[src/rtl/if_stage.sv]
// if_stage: RV32I fetch stage owning the PC, IF/ID register, redirect/stall/flush and self-loop halt.
// Optional define IF_MISALIGN_TRAP_EN sends misaligned redirects to TRAP_VEC and reports them.
module if_stage #(
  parameter logic [31:0] RESET_PC    = 32'h0000_0000,
  parameter logic [31:0] TRAP_VEC    = 32'h0000_0100,
  parameter bit          HALT_DETECT = 1'b1
) (
  input  logic        clk,
  input  logic        rst_n,
  input  logic        stall_i,
  input  logic        flush_i,
  input  logic        redirect_i,
  input  logic [31:0] redirect_pc_i,
  output logic [31:0] imem_addr_o,
  input  logic [31:0] imem_instr_i,
  output logic [31:0] id_instr_o,
  output logic [31:0] id_pc_o,
  output logic [31:0] id_pc_plus4_o,
  output logic        id_valid_o,
  output logic [31:0] fetch_count_o,
`ifdef IF_MISALIGN_TRAP_EN
  output logic        misalign_o,
  output logic [31:0] misalign_addr_o,
`endif
  output logic        halted_o
);
  localparam logic [31:0] NOP       = 32'h0000_0013;
  localparam logic [31:0] SELF_JUMP = 32'h0000_006f;
  typedef enum logic [1:0] {BOOT, RUN, HALT} state_t;
  state_t r_state, w_state;
  logic [31:0] r_pc, w_pc, r_instr, w_instr, r_id_pc, w_id_pc, r_id_pc4, w_id_pc4;
  logic [31:0] r_count, w_count, w_pc4, w_target;
  logic        r_valid, w_valid, w_mis;
  assign w_pc4 = r_pc + 32'd4;
`ifdef IF_MISALIGN_TRAP_EN
  logic        r_mis;
  logic [31:0] r_mis_addr;
  assign w_mis = (r_state == RUN) && redirect_i && (redirect_pc_i[1:0] != 2'b00);
  always_ff @(posedge clk or negedge rst_n) begin
    if (!rst_n) begin
      r_mis      <= 1'b0;
      r_mis_addr <= 32'h0;
    end else begin
      r_mis <= w_mis;
      if (w_mis) r_mis_addr <= redirect_pc_i;
    end
  end
  assign misalign_o      = r_mis;
  assign misalign_addr_o = r_mis_addr;
`else
  assign w_mis = 1'b0;
`endif
  // Without the trap, the low target bits are simply dropped.
  assign w_target = w_mis ? TRAP_VEC : (redirect_pc_i & ~32'h3);
  always_comb begin
    w_state  = r_state;
    w_pc     = r_pc;
    w_instr  = r_instr;
    w_id_pc  = r_id_pc;
    w_id_pc4 = r_id_pc4;
    w_valid  = r_valid;
    w_count  = r_count;
    if (r_state == BOOT) begin
      w_state = RUN;
      w_instr = NOP;
      w_valid = 1'b0;
    end else if (r_state == RUN) begin
      if (redirect_i) begin
        w_pc    = w_target;
        w_instr = NOP;
        w_valid = 1'b0;
      end else if (stall_i) begin
        w_instr = flush_i ? NOP : r_instr;
        w_valid = flush_i ? 1'b0 : r_valid;
      end else begin
        w_pc = w_pc4;
        if (flush_i) begin
          w_instr = NOP;
          w_valid = 1'b0;
        end else begin
          w_instr  = imem_instr_i;
          w_id_pc  = r_pc;
          w_id_pc4 = w_pc4;
          w_valid  = 1'b1;
          w_count  = r_count + 32'd1;
          if (HALT_DETECT && imem_instr_i == SELF_JUMP) w_state = HALT;
        end
      end
    end
  end
  always_ff @(posedge clk or negedge rst_n) begin
    if (!rst_n) begin
      r_state  <= BOOT;
      r_pc     <= RESET_PC;
      r_instr  <= NOP;
      r_id_pc  <= 32'h0;
      r_id_pc4 <= 32'h0;
      r_valid  <= 1'b0;
      r_count  <= 32'h0;
    end else begin
      r_state  <= w_state;
      r_pc     <= w_pc;
      r_instr  <= w_instr;
      r_id_pc  <= w_id_pc;
      r_id_pc4 <= w_id_pc4;
      r_valid  <= w_valid;
      r_count  <= w_count;
    end
  end
  assign imem_addr_o   = r_pc;
  assign id_instr_o    = r_instr;
  assign id_pc_o       = r_id_pc;
  assign id_pc_plus4_o = r_id_pc4;
  assign id_valid_o    = r_valid;
  assign fetch_count_o = r_count;
  assign halted_o      = (r_state == HALT);
endmodule

[config.mk]
export PLATFORM = sky130hd
export DESIGN_NAME = if_stage
export DESIGN_NICKNAME = d
export VERILOG_FILES = /design/src/rtl/if_stage.sv
export SDC_FILE = /design/constraint.sdc
export NUM_CORES = 1
export LEC_CHECK = 0
export CORE_ASPECT_RATIO = 0.9
export CORE_MARGIN = 2
export CORE_UTILIZATION = 51
export CTS_CLUSTER_SIZE = 25
export DETAILED_ROUTE_END_ITERATION = 8
export GPL_TIMING_DRIVEN = 0
export PLACE_DENSITY = 0.86
export SLEW_MARGIN = 10
export SYNTH_ARGS = -nofsm -noshare
export SYNTH_HDL_FRONTEND = slang
export SYNTH_SLANG_ARGS = --single-unit
export TNS_END_PERCENT = 1
[constraint.sdc]
create_clock -name clk -period 4.8 [get_ports clk]
set_input_delay 0.72 -clock clk [delete_from_list [all_inputs] [get_ports clk]]
set_output_delay 0.72 -clock clk [all_outputs]
set_load 0.01 [all_outputs]
==> results.ini <==
[run_status]
status = finished, final reports clean

[worst_setup_path]
worst-path-max-fanout = 10
r2r-end = id_pc_plus4_o[3]
rr_worst_depth = 6
crit_arrival_ns = 3.59
criticalPathCategory = primary input to flip-flop
cp.required_ns = 5.11
reg2reg_slack_ns = 2.11
start_kind = primary input
end_kind = flip-flop
reg2reg_from = r_state[1]

[drt]
avgRoutedWirePerCell_um = 20.3
viasPerCell = 5.93
drc = 0
routed_wl_um = 25300
drtIter0Drc = 811
firstDrtPassIters = 5
antenna_left = 0
num_vias = 7415

[pwr]
p_int_uw = 2780
p_clk_frac = 0.355
comb_power_share = 0.229
p_seq_frac = 0.416
switching_power_uw = 1110
ir_drop_mv = 0.295
power.leakage_uw = 0.00451
swShare = 0.285
power_per_cell_area_mw_per_mm2 = 363
finalPower_uw = 3880

[synthesis]
netlist_instances = 795
synth_edf_count = 0
synth_area_leaders = dfrtp_1, nand2_1, xnor2_1, a22o_1, o21ai_0
syn_avg_cell_area_um2 = 9.53
ys_warn_count = 0
yosys.area.top_type_share = 0.508
synth_cell_types = 52
ys.flop_type = dfrtp_1
yosysTopAreaCell = dfrtp_1
netlist_area_mm2 = 0.00758
async_reset_ff_frac = 1.00
yosysSeqAreaShare = 0.519
synth_seq_cells = 157

[clock_network]
numCtsBuffers = 17
post-cts-setup-buffers = 0
cts_tree = built
clock-sinks = 157
clkLatencyLatePin_ns = 0.44
clock_path_buffers = 2
htree_levels = 4
post_cts_resized = 0
clk_pin_slew_worst_paths_ns = 0.06
hold_buffers = 0
cts-root-buf = clkbuf_16

[floorplan]
fp.dieH_um = 120
core_mm2 = 0.0146
row_count = 42
die_area_mm2 = 0.0159
start_util = 0.519
ioPinCount = 231
die_w_um = 133

[worst_hold_path]
min_path_type = primary input to async pin

[cells_and_area]
utilization = 0.732
fin_cells = 1250
syn_to_final_growth_pct = 41.0
fill_cells = 1080
drive_above_1_share = 0.0608
n_antenna_cell = 0
nets = 1112
design_area_mm2 = 0.0107

[sta]
layout_min_cycle_time_ns = 3.27
totalNegativeSetupSlack_ns = 0
worstMarginPinSlew_ns = 1.17
fin_crit_sh = 0.682
setup_viol = 0
fmax_ghz = 0.306
slew_viol_final = 0
slew_headroom = 0.214
hold_violations = 0
fin_skew_ns = 0.0119
rsz0062_at_grt = false

[grt]
grt_pass1_wl_um = 39500
grt_overflow_total = 0
grt_max_degree = 107
grt_use_total = 0.322
grt_pass1_vias = 7090
antenna_found_initial = 0

[place]
post-dp-hpwl_um = 17900
placement.cell_area_mm2 = 0.0101
port_buffers = 221
dp.cells = 1220
gp_congestion = 0.949

[job]
drv_cap = 0

critical path, stage by stage:
cell             delay (ns)
clkdlybuf4s50_1        0.42
clkbuf_1               0.29
nor4b_1                0.84
nand2_1                0.27
clkbuf_1               0.37
clkbuf_1               0.43
nand2_1                0.16
nand2_1                0.07
cells in the mapped netlist, types with 3 or more instances:
cell type	count
nand4_1	30
o311ai_0	4
dfstp_2	3
and2_1	5
nand2b_1	3
inv_1	6
nor4_1	24
buf_2	15
xor2_1	9
a22o_1	30
xnor2_1	36
a31oi_1	16
o211ai_1	10
and3_1	26
or3_1	6
clkbuf_1	51
or4_1	13
o22a_1	4
nand2_1	139
buf_4	9
o31ai_1	7
o21ai_0	42
o2bb2ai_1	5
a21oi_1	20
nor2_1	40
nor3_1	8
dfrtp_1	154
and4_1	14
nor2b_1	3
nand3_1	32
area by class of cell:
| cell class | count | area (um^2) | share of cell area |
|---|---|---|---|
| well taps | 198 | 248 | 0.0232 |
| plain buffers | 76 | 345 | 0.0323 |
| flip-flops and latches | 157 | 3930 | 0.368 |
| multi-input cells | 561 | 3300 | 0.309 |
| clock inverters | 10 | 139 | 0.0130 |
| repair buffers | 222 | 2240 | 0.210 |
| inverters | 6 | 22.5 | 0.00211 |
| clock buffers | 20 | 457 | 0.0427 |
stage by stage:
step                      hold WS (ns)  setup WS, ns
after floorplan                  0.424          2.55
after global placement           0.459         -3.33
after detailed placement         0.461          1.19
after CTS                        0.191          1.64
after global routing             0.213          1.39
final                            0.192          1.53
logic make-up after synthesis:
kind of cell	share of synthesized area
buf+inv	0.0485
xor+xnor	0.0520
other cells	0.000495
mux	0.00264
compound gates	0.134
flops	0.519
fa+ha+maj	0.00330
simple gates	0.241
cells in the final DEF (no fill, tap or decap), types with 4 or more instances in the layout:
master / count
o311ai_0: 4
nor3_1: 8
xor2_1: 9
o2bb2ai_1: 5
a22o_1: 30
a21oi_1: 20
clkdlybuf4s50_1: 220
clkbuf_16: 17
clkinvlp_4: 4
and3_1: 26
o22a_1: 4
inv_1: 6
nor2_1: 40
a31oi_1: 16
o31ai_1: 7
or4_1: 13
o21ai_0: 42
and4_1: 14
xnor2_1: 36
nand2_1: 139
dfrtp_1: 154
buf_2: 15
nand4_1: 30
nor4_1: 24
and2_1: 5
conb_1: 6
clkbuf_1: 52
buf_4: 9
o211ai_1: 10
or3_1: 6
nand3_1: 32
power by group through the flow:
stage / sequential [uW] / clock [uW] / combinational, uW
CTS: 1610 / 1390 / 890
detailed placement: 1630 / 0 / 882
floorplan: 1680 / 0 / 293
finish: 1610 / 1380 / 890
global route: 1630 / 1440 / 955
global placement: 1630 / 0 / 865
sequential cells by signal (all words and copies together) (netlist names):
signal         cells
imem_addr_o       30
fetch_count_o     32
id_valid_o         1
r_state            2
id_pc_o           30
id_pc_plus4_o     30
id_instr_o        32
layer usage:
metal,wire length [um],up-vias,track usage
li1,-,3335,-
met1,10300,3542,0.440
met2,11800,480,0.503
met3,2630,58,0.0820
met4,600,0,0.112
met5,0,-,0
worst max path at each step:
stage                                   end  cells after the start  slack, ns        from
after CTS                  id_pc_plus4_o[7]                      8       1.64     stall_i
after detailed placement        id_pc_o[23]                      8       1.19     stall_i
final                      id_pc_plus4_o[3]                      8       1.53     stall_i
after global placement       id_instr_o[11]                      1      -3.33       rst_n
after floorplan           id_pc_plus4_o[29]                      6       2.55  redirect_i
after global routing       id_pc_plus4_o[7]                      8       1.39     stall_i
Power figures use the tool's default switching activity.
